## config.mk

```make
export PLATFORM = sky130hd
export DESIGN_NAME = io_mem_arbiter
export DESIGN_NICKNAME = d
export VERILOG_FILES = /design/src/rtl/io_mem_arbiter_pkg.sv /design/src/rtl/io_mem_arbiter_rr_arb2.sv /design/src/rtl/io_mem_arbiter.sv
export SDC_FILE = /design/constraint.sdc
export NUM_CORES = 1
export LEC_CHECK = 0
export BUFFER_PORTS_ARGS = -buffer_cell sky130_fd_sc_hd__clkbuf_2
export CAP_MARGIN = 20
export CELL_PAD_IN_SITES_DETAIL_PLACEMENT = 0
export CELL_PAD_IN_SITES_GLOBAL_PLACEMENT = 1
export CORE_MARGIN = 3
export CORE_UTILIZATION = 25
export CTS_CLUSTER_SIZE = 40
export DETAILED_ROUTE_END_ITERATION = 16
export PLACE_DENSITY_LB_ADDON = 0.1
export SYNTH_ARGS = -nofsm -noshare
export SYNTH_HDL_FRONTEND = slang
export SYNTH_SLANG_ARGS = --single-unit
```

## constraint.sdc

```tcl
create_clock -name clock -period 2.08 [get_ports clock]
set_input_delay 0.104 -clock clock [delete_from_list [all_inputs] [get_ports clock]]
set_output_delay 0.104 -clock clock [all_outputs]
set_load 0.1 [all_outputs]
```

## src/rtl/io_mem_arbiter_pkg.sv

```systemverilog
// Shared definitions for the two-master data-memory/I/O arbiter:
// FSM encoding, owner encoding, address-space decode.
package io_mem_arbiter_pkg;

   localparam int DATA_W      = 32;
   localparam int IO_ADDR_BIT = 7;

   typedef enum logic [1:0] {
      IDLE   = 2'b00,
      ACCESS = 2'b01,
      RESP   = 2'b10
   } arb_state_e;

   typedef enum logic {
      OWNER_M0 = 1'b0,
      OWNER_M1 = 1'b1
   } owner_e;

   function automatic logic is_io(input logic [DATA_W-1:0] addr);
      return addr[IO_ADDR_BIT];
   endfunction

endpackage

```

## src/rtl/io_mem_arbiter_rr_arb2.sv

```systemverilog
// Two-way tie-break: holds the last-served pointer and produces the
// combinational winner that the main FSM latches while in IDLE.
module rr_arb2
   import io_mem_arbiter_pkg::*;
#(
   parameter int unsigned FIXED_PRIO = 0
) (
   input  logic   clock,
   input  logic   resetn,
   input  logic   req0,
   input  logic   req1,
   input  logic   update,
   input  owner_e served,
   output owner_e winner
);

   // Reset to "m1 served last" so the first tie after reset goes to m0.
   owner_e last_served;

   always_ff @(posedge clock or negedge resetn) begin
      if (!resetn) begin
         last_served <= OWNER_M1;
      end else if (update) begin
         last_served <= served;
      end
   end

   always_comb begin
      winner = OWNER_M0;
      if (req0 && req1) begin
         if (FIXED_PRIO != 0) begin
            winner = OWNER_M0;
         end else begin
            winner = (last_served == OWNER_M1) ? OWNER_M0 : OWNER_M1;
         end
      end else if (req1) begin
         winner = OWNER_M1;
      end
   end

endmodule

```

## src/rtl/io_mem_arbiter.sv

```systemverilog
// Arbitrates two masters onto one data-memory/I/O port with a three-state
// IDLE/ACCESS/RESP sequence; m1 can be barred from the I/O space.
module io_mem_arbiter
   import io_mem_arbiter_pkg::*;
#(
   parameter int unsigned FIXED_PRIO = 0,
   parameter int unsigned M1_IO_EN   = 1
) (
   input  logic              clock,
   input  logic              resetn,
   input  logic              m0_req,
   input  logic              m1_req,
   input  logic [DATA_W-1:0] m0_addr,
   input  logic [DATA_W-1:0] m1_addr,
   input  logic [DATA_W-1:0] m0_wdata,
   input  logic [DATA_W-1:0] m1_wdata,
   input  logic              m0_we,
   input  logic              m1_we,
   output logic              m0_gnt,
   output logic              m1_gnt,
   output logic              m0_done,
   output logic              m1_done,
   output logic [DATA_W-1:0] m0_rdata,
   output logic [DATA_W-1:0] m1_rdata,
   output logic              m1_err,
   output logic [DATA_W-1:0] mem_addr,
   output logic [DATA_W-1:0] mem_wdata,
   output logic              mem_we,
   input  logic [DATA_W-1:0] mem_rdata,
   output logic              mem_is_io,
   output arb_state_e        fsm_state
);

   arb_state_e state;
   owner_e     owner;
   owner_e     winner;
   logic       refused;
   logic       m1_refuse;
   logic       arb_update;

   assign m1_refuse  = (M1_IO_EN == 0) && is_io(m1_addr);
   assign arb_update = (state == RESP);
   assign mem_is_io  = is_io(mem_addr);
   assign fsm_state  = state;

   rr_arb2 #(
      .FIXED_PRIO (FIXED_PRIO)
   ) u_rr_arb2 (
      .clock  (clock),
      .resetn (resetn),
      .req0   (m0_req),
      .req1   (m1_req),
      .update (arb_update),
      .served (owner),
      .winner (winner)
   );

   // The memory-side address/data/we are registered on entry to ACCESS, so
   // the owner's request is frozen for the whole access.
   always_ff @(posedge clock or negedge resetn) begin
      if (!resetn) begin
         state     <= IDLE;
         owner     <= OWNER_M0;
         refused   <= 1'b0;
         m0_gnt    <= 1'b0;
         m1_gnt    <= 1'b0;
         m0_done   <= 1'b0;
         m1_done   <= 1'b0;
         m1_err    <= 1'b0;
         m0_rdata  <= '0;
         m1_rdata  <= '0;
         mem_addr  <= '0;
         mem_wdata <= '0;
         mem_we    <= 1'b0;
      end else begin
         case (state)
            IDLE: begin
               if (m0_req || m1_req) begin
                  state <= ACCESS;
                  owner <= winner;
                  if (winner == OWNER_M1) begin
                     m1_gnt    <= 1'b1;
                     mem_addr  <= m1_addr;
                     mem_wdata <= m1_wdata;
                     mem_we    <= m1_we && !m1_refuse;
                     refused   <= m1_refuse;
                  end else begin
                     m0_gnt    <= 1'b1;
                     mem_addr  <= m0_addr;
                     mem_wdata <= m0_wdata;
                     mem_we    <= m0_we;
                     refused   <= 1'b0;
                  end
               end
            end
            ACCESS: begin
               state  <= RESP;
               mem_we <= 1'b0;
               if (owner == OWNER_M1) begin
                  m1_done <= 1'b1;
                  m1_err  <= refused;
                  if (!refused) begin
                     m1_rdata <= mem_rdata;
                  end
               end else begin
                  m0_done  <= 1'b1;
                  m0_rdata <= mem_rdata;
               end
            end
            RESP: begin
               state   <= IDLE;
               m0_gnt  <= 1'b0;
               m1_gnt  <= 1'b0;
               m0_done <= 1'b0;
               m1_done <= 1'b0;
               m1_err  <= 1'b0;
            end
            default: begin
               state <= IDLE;
            end
         endcase
      end
   end

   a_gnt_exclusive: assert property (@(posedge clock) disable iff (!resetn)
      !(m0_gnt && m1_gnt));

   a_we_in_access: assert property (@(posedge clock) disable iff (!resetn)
      mem_we |-> (state == ACCESS));

endmodule

```

==> results of run 1 <==
metal layers:
metal  part of all wire  global-route usage  up-vias
li1                   -                   -     2040
met1               0.40               0.154     2130
met2               0.48               0.214      180
met3              0.099              0.0525       19
met4              0.015              0.0430        0
met5                  0                   0        -
state kept, by name, indices dropped and copies added, names as in the netlist, 2 cells and up:
name / count
fsm_state: 2
m1_rdata: 32
mem_addr: 32
mem_wdata: 32
m0_rdata: 32
synth_stat cells:
master / count
a21bo_2: 1
a21oi_1: 2
a2bb2oi_1: 1
a31oi_1: 1
buf_2: 13
buf_4: 5
buf_6: 4
conb_1: 1
dfrtp_1: 136
dfstp_2: 1
inv_1: 4
mux2_1: 3
mux2_2: 143
mux2_4: 47
mux2i_1: 2
nand2_1: 2
nand2b_1: 1
nor2_1: 5
nor3_2: 1
o2bb2ai_1: 2
o32ai_1: 1
or2b_1: 1
cells by family after synthesis:
kind of cell | after synthesis | share of synthesized area
flops | 137 | 0.564
buf+inv | 26 | 0.0268
other cells | 1 | 0.000617
mux | 195 | 0.390
compound gates | 8 | 0.0101
simple gates | 10 | 0.00824
through the flow:
stage          hold WS (ns)  cells   util
2_1_floorplan        -0.192    377      -
3_3_place_gp         0.0446    986  0.338
3_5_place_dp         0.0495    986  0.338
4_1_cts              0.0146   1054  0.378
5_1_grt              0.0244   1054  0.378
6_report             0.0432   1054  0.378
tightest hold or removal path, stage by stage:
cell and delay (ns):
clkbuf_2 0.07, mux2_2 0.12, mux2_2 0.13
timing repair:
action                                 CTS  global route
setup endpoints to repair                0             0
endpoints found under the hold margin  105             0
hold buffers                            36             0
path summary, 6_finish.rpt:
path	from	end	slack, ns	cells past startpoint
max in group asynchronous	resetn	mem_addr[29]$_DFFE_PN0P_	1.14	3
max	u_rr_arb2.last_served$_DFFE_PN1P_	mem_we$_DFFE_PN0P_	0.23	5
min reg2reg	m0_rdata[8]$_DFFE_PN0P_	m0_rdata[8]$_DFFE_PN0P_	0.50	1
min in group asynchronous	resetn	mem_addr[3]$_DFFE_PN0P_	0.16	2
max reg2reg	u_rr_arb2.last_served$_DFFE_PN1P_	mem_we$_DFFE_PN0P_	0.23	5
min	m1_wdata[29]	mem_wdata[29]$_DFFE_PN0P_	0.04	3
final cells by class:
class / instances / area [µm²]
fill: 2340 / 14700
timing repair buffer: 348 / 2020
sequential: 137 / 3430
multi-input combinational: 214 / 2500
inverter: 4 / 15.0
clock buffer: 17 / 425
tap: 319 / 399
clock inverter: 15 / 154
==> impl_metrics.json, run 1 <==
{
  "antennaDiodeCount": 0,
  "portBuffers": 301,
  "synth_top_area_frac": 0.560,
  "insertion_delay_ns": 0.42,
  "rsz0062_at_grt": "no",
  "yosysWarnings": 0,
  "start_util": 0.257,
  "drtIter0Drc": 117,
  "crit_fanout": 27,
  "hold_viol": 0,
  "yosysSeqAreaShare": 0.564,
  "dp_slack_ns": 0.318,
  "slew_headroom": 0.604,
  "die_area_mm2": 0.0262,
  "syn-num-nets": 543,
  "finalSetupViolCount": 0,
  "ant_nets": 0,
  "antenna_found_initial": 0,
  "finalWorstSetupSlack_ns": 0.234,
  "syn-cell-area_mm2": 0.00608,
  "crit_top_cell": "mux2i_1",
  "fin_crit_ns": 1.85,
  "slowest_delay_ns": 0.55,
  "period_share": 0.887,
  "path_class": "reg2reg",
  "hpwl_um": 12700,
  "cts_tree": "built",
  "syn_inst": 377,
  "max_cap_violations": 0,
  "grt_max_degree": 70,
  "cts_sinks": 137,
  "path_cells": "a21bo_4 -> buf_12 -> mux2i_1 -> dlygate4sd3_1 -> mux2i_1",
  "first_pass_iters": 4,
  "end_kind": "flop",
  "post_cts_buffers": 0,
  "finish.net_count": 888,
  "drive_gt1_frac": 0.733,
  "htreeDepth": 4,
  "cts_made_buffers": 17,
  "path_delay_family": "buffers and inverters",
  "yosysUniqueCellTypes": 22,
  "cts_max_path_buffers": 2,
  "crit_required_ns": 2.37,
  "die_h_um": 162,
  "overflow": 0,
  "cp-start-kind": "flop",
  "outcome": "complete, no violations",
  "clkTransAtPathRegs_ns": 0.07,
  "cts_resized": 0,
  "clock_skew_ns": 0.00762,
  "rows": 56,
  "grt_pass1_wl_um": 26700,
  "die_w_um": 162,
  "syn_to_final_growth_pct": 47.2,
  "routed_wl_um": 17100,
  "critPathSlowestCell": "dfstp_2",
  "syn_area_per_cell_um2": 16.1,
  "yosysTopAreaCell": "dfrtp_1",
  "io_pins": 303,
  "track_usage": 0.129,
  "wl_per_cell_um": 16.2,
  "layout_commonest_cell": "clkbuf_2",
  "core_mm2": 0.0237,
  "path_buf_inv": 2,
  "vias": 4369,
  "drcViolationCount": 0,
  "hold_path.class": "in2reg",
  "arrival_ns": 2.14,
  "fmax_ghz": 0.542,
  "fin_area_mm2": 0.00895,
  "tightest_slew_ns": 0.597,
  "grt_pass1_vias": 4772,
  "yosys-top-cells-area": "dfrtp_1 (56%), mux2_2 (26%), mux2_4 (12%), buf_2 (1.1%), buf_6 (0.74%)",
  "gp_congestion": 0.745,
  "tns_ns": 0,
  "ys_ff_latch": 137,
  "viasPerCell": 4.15,
  "root_buffer": "clkbuf_16",
  "final_cell_mix": "clkbuf_2 (300), mux2_2 (143), dfrtp_1 (135)",
  "drv_slew": 0,
  "dpl_cell_area_mm2": 0.00801
}
Power of run 1 is not shown: default switching activity piles up to over one toggle a cycle in this logic, so the estimate is an artifact.
==> run 2: changes to the inputs <==
SLEW_MARGIN = 20   (was default)
clock period = 2.3 ns   (was 2.08 ns; I/O delays follow)
==> impl_metrics.json, run 2 (same netlist as run 1, synthesis figures left out) <==
{
  "vias": 4366,
  "drv_slew": 0,
  "hold_path.class": "in2reg",
  "rows": 56,
  "tightest_slew_ns": 0.604,
  "r2r-end": "mem_we$_DFFE_PN0P_",
  "first_pass_iters": 4,
  "crit_fanout": 28,
  "period_share": 0.880,
  "clkTransAtPathRegs_ns": 0.06,
  "worstSetupStartpoint": "u_rr_arb2.last_served$_DFFE_PN1P_",
  "antennaDiodeCount": 0,
  "portBuffers": 301,
  "rr_startpoint": "u_rr_arb2.last_served$_DFFE_PN1P_",
  "track_usage": 0.129,
  "gp_congestion": 0.748,
  "reg2reg_slack_ns": 0.28,
  "outcome": "complete, no violations",
  "fmax_ghz": 0.494,
  "die_area_mm2": 0.0262,
  "drive_gt1_frac": 0.730,
  "ant_nets": 0,
  "hpwl_um": 12200,
  "viasPerCell": 4.15,
  "end_kind": "flop",
  "root_buffer": "clkbuf_16",
  "drtIter0Drc": 98,
  "cts_max_path_buffers": 2,
  "path_class": "reg2reg",
  "start_util": 0.257,
  "fill_cells": 2375,
  "grt_pass1_wl_um": 26500,
  "fin_crit_ns": 2.02,
  "grt_pass1_vias": 4710,
  "die_h_um": 162,
  "cp-start-kind": "flop",
  "overflow": 0,
  "cts_sinks": 137,
  "syn_to_final_growth_pct": 46.8,
  "antenna_found_initial": 0,
  "r2r_cells": 5,
  "finish.net_count": 886,
  "tns_ns": 0,
  "die_w_um": 162,
  "slew_headroom": 0.599,
  "htreeDepth": 4,
  "final_cell_mix": "clkbuf_2 (300), mux2_2 (143), dfrtp_1 (136)",
  "post_cts_buffers": 0,
  "routed_wl_um": 16800,
  "rsz0062_at_grt": "no",
  "finalSetupViolCount": 0,
  "arrival_ns": 2.31,
  "endpoint": "mem_we$_DFFE_PN0P_",
  "max_cap_violations": 0,
  "grt_max_degree": 64,
  "cts_made_buffers": 17,
  "hold_viol": 0,
  "insertion_delay_ns": 0.42,
  "layout_commonest_cell": "clkbuf_2",
  "core_mm2": 0.0237,
  "cts_tree": "built",
  "crit_required_ns": 2.59,
  "io_pins": 303,
  "drcViolationCount": 0,
  "clock_skew_ns": 0.00855,
  "wl_per_cell_um": 15.9
}
run 2: final cells by class:
type	instances	area, µm²	share of cell area
inverter	4	15.0	0.00168
timing repair buffer	346	1980	0.222
clock inverter	14	163	0.0182
multi-input combinational	214	2500	0.281
sequential	137	3430	0.385
tap	319	399	0.0448
clock buffer	18	429	0.0481
run 2: layer usage:
metal  track usage  wire length, µm
met3        0.0543             1620
met4        0.0399              245
met5             0                0
met1         0.151             6690
met2         0.217             8210
run 2: repair_timing:
item                      4_1_cts  5_1_grt
hold endpoints to repair      118        0
hold buffers                   36        0
gates resized for setup         0        0
run 2: worst min-delay path by stage:
| stage | to | slack [ns] | depth (start not counted) | startpoint |
|---|---|---|---|---|
| 2_1_floorplan | fsm_state[0]$_DFFE_PN0N_ | -0.18 | 0 | resetn |
| 3_3_place_gp | mem_wdata[30]$_DFFE_PN0P_ | 0.12 | 1 | resetn |
| 3_5_place_dp | mem_wdata[30]$_DFFE_PN0P_ | 0.13 | 1 | resetn |
| 4_1_cts | mem_wdata[23]$_DFFE_PN0P_ | 0.03 | 3 | m0_wdata[23] |
| 5_1_grt | mem_addr[18]$_DFFE_PN0P_ | 0.03 | 3 | m0_addr[18] |
| 6_report | mem_addr[9]$_DFFE_PN0P_ | 0.05 | 3 | m0_addr[9] |
run 2: critical path, stage by stage, from the launching register on:
cell and delay (ns):
dfstp_2 0.55, a21bo_4 0.14, buf_4 0.39, mux2i_1 0.22
dlygate4sd3_1 0.55, mux2i_1 0.06
run 2: stage by stage:
| stage | setup slack, ns | std cells | utilization | hold slack [ns] | area, µm² |
|---|---|---|---|---|---|
| after floorplan | 0.166 | 377 | - | -0.181 | 6080 |
| after global placement | 0.488 | 984 | 0.336 | 0.120 | 7970 |
| after detailed placement | 0.455 | 984 | 0.336 | 0.127 | 7970 |
| after CTS | 0.246 | 1052 | 0.377 | 0.0280 | 8920 |
| after global routing | 0.171 | 1052 | 0.377 | 0.0348 | 8920 |
| final | 0.277 | 1052 | 0.377 | 0.0525 | 8920 |
Power of run 2 is left out for the same reason.
==> run 3: changes to the inputs <==
==> constraint.sdc (replaced) <==
create_clock -name clock -period 2.3 [get_ports clock]
set_input_delay 0 -clock clock [delete_from_list [all_inputs] [get_ports clock]]
set_output_delay 0 -clock clock [all_outputs]
set_load 0.1 [all_outputs]
==> impl_metrics.json, run 3 (same netlist as run 1, synthesis figures left out) <==
{
  "rsz0062_at_grt": "no",
  "drive_gt1_frac": 0.620,
  "wl_per_cell_um": 15.5,
  "tightest_slew_ns": 0.704,
  "finish.net_count": 1016,
  "root_buffer": "clkbuf_16",
  "post_cts_buffers": 0,
  "drtIter0Drc": 67,
  "layout_commonest_cell": "clkbuf_2",
  "start_util": 0.257,
  "htreeDepth": 4,
  "antenna_found_initial": 0,
  "fmax_ghz": 0.446,
  "portBuffers": 301,
  "rows": 56,
  "cts_max_path_buffers": 2,
  "hpwl_um": 12500,
  "arrival_ns": 2.53,
  "fin_crit_ns": 2.24,
  "gp_congestion": 0.749,
  "ant_nets": 0,
  "crit_fanout": 19,
  "final_cell_mix": "clkbuf_2 (300), dlygate4sd3_1 (165), mux2_2 (143)",
  "grt_pass1_vias": 5445,
  "worstSetupStartpoint": "u_rr_arb2.last_served$_DFFE_PN1P_",
  "hold_viol": 0,
  "grt_pass1_wl_um": 29000,
  "die_h_um": 162,
  "rr_startpoint": "u_rr_arb2.last_served$_DFFE_PN1P_",
  "cts_tree": "built",
  "routed_wl_um": 18400,
  "clock_skew_ns": 0.00950,
  "io_pins": 303,
  "viasPerCell": 4.14,
  "hold_path.class": "in2async",
  "antennaDiodeCount": 0,
  "dp_slack_ns": 0.465,
  "overflow": 0,
  "drv_slew": 0,
  "die_w_um": 162,
  "syn_to_final_growth_pct": 69.8,
  "period_share": 0.975,
  "end_kind": "flop",
  "insertion_delay_ns": 0.41,
  "track_usage": 0.141,
  "grt_max_degree": 72,
  "drcViolationCount": 0,
  "cts_made_buffers": 17,
  "finalWorstSetupSlack_ns": 0.0585,
  "path_class": "reg2reg",
  "core_mm2": 0.0237,
  "die_area_mm2": 0.0262,
  "crit_required_ns": 2.59,
  "finalSetupViolCount": 0,
  "first_pass_iters": 2,
  "vias": 4891,
  "outcome": "complete, no violations",
  "max_cap_violations": 0,
  "clkTransAtPathRegs_ns": 0.06,
  "tns_ns": 0,
  "cts_sinks": 137,
  "cp-start-kind": "flop",
  "slew_headroom": 0.531
}
[run 3: cell count changes in the layout (fill, tap and decap cells not counted), moves of 2 or more]
cell           change
inv_8              -2
dlygate4sd3_1    +129
clkbuf_8           +2
inv_6              -3
bufinv_16          +3
[run 3: per-stage QoR]
step / cells / instance area [µm²] / util / hold WS (ns)
2_1_floorplan: 377 / 6080 / - / -0.296
3_3_place_gp: 984 / 7980 / 0.337 / 0.0571
3_5_place_dp: 984 / 7980 / 0.337 / 0.0661
4_1_cts: 1181 / 10300 / 0.434 / 0.192
5_1_grt: 1182 / 10300 / 0.436 / 0.204
6_report: 1182 / 10300 / 0.436 / 0.162
[run 3: final timing paths]
check                                            end  slack (ns)  depth (start not counted)
hold reg to reg              m0_rdata[7]$_DFFE_PN0P_        0.49                          1
min in group clock          fsm_state[0]$_DFFE_PN0N_        0.24                          4
max in group asynchronous   mem_wdata[4]$_DFFE_PN0P_        1.43                          3
setup / recovery           mem_wdata[12]$_DFFE_PN0P_        0.06                          5
setup reg to reg           mem_wdata[12]$_DFFE_PN0P_        0.06                          5
hold / removal             mem_wdata[30]$_DFFE_PN0P_        0.16                          2
[run 3: timing repair]
item | 4_1_cts | 5_1_grt
hold endpoints to repair | 198 | 0
endpoints found under the setup margin | 0 | 9
hold buffers | 165 | 0
gates resized for setup | 0 | 1
[run 3: metal layers]
layer | GRT usage | up-vias | part of all wire
met5 | 0 | - | 0
met4 | 0.0384 | 0 | 0.016
met3 | 0.0638 | 22 | 0.092
met2 | 0.242 | 187 | 0.49
met1 | 0.159 | 2384 | 0.40
li1 | - | 2298 | -
[run 3: cell type report]
cell class,count,area [µm²]
sequential,137,3430
inverter,4,15.0
timing repair buffer,476,3310
clock buffer,21,460
clock inverter,11,193
multi-input combinational,214,2500
tap,319,399
fill,2250,13400
[run 3: worst max-delay path, cell delays in order, from the launching register on]
cell and delay [ns]:
dfstp_2 0.54, a21bo_4 0.19, clkbuf_16 0.24, mux2_2 0.34, dlygate4sd3_1 0.55, mux2_2 0.26
Power of run 3 is left out for the same reason.
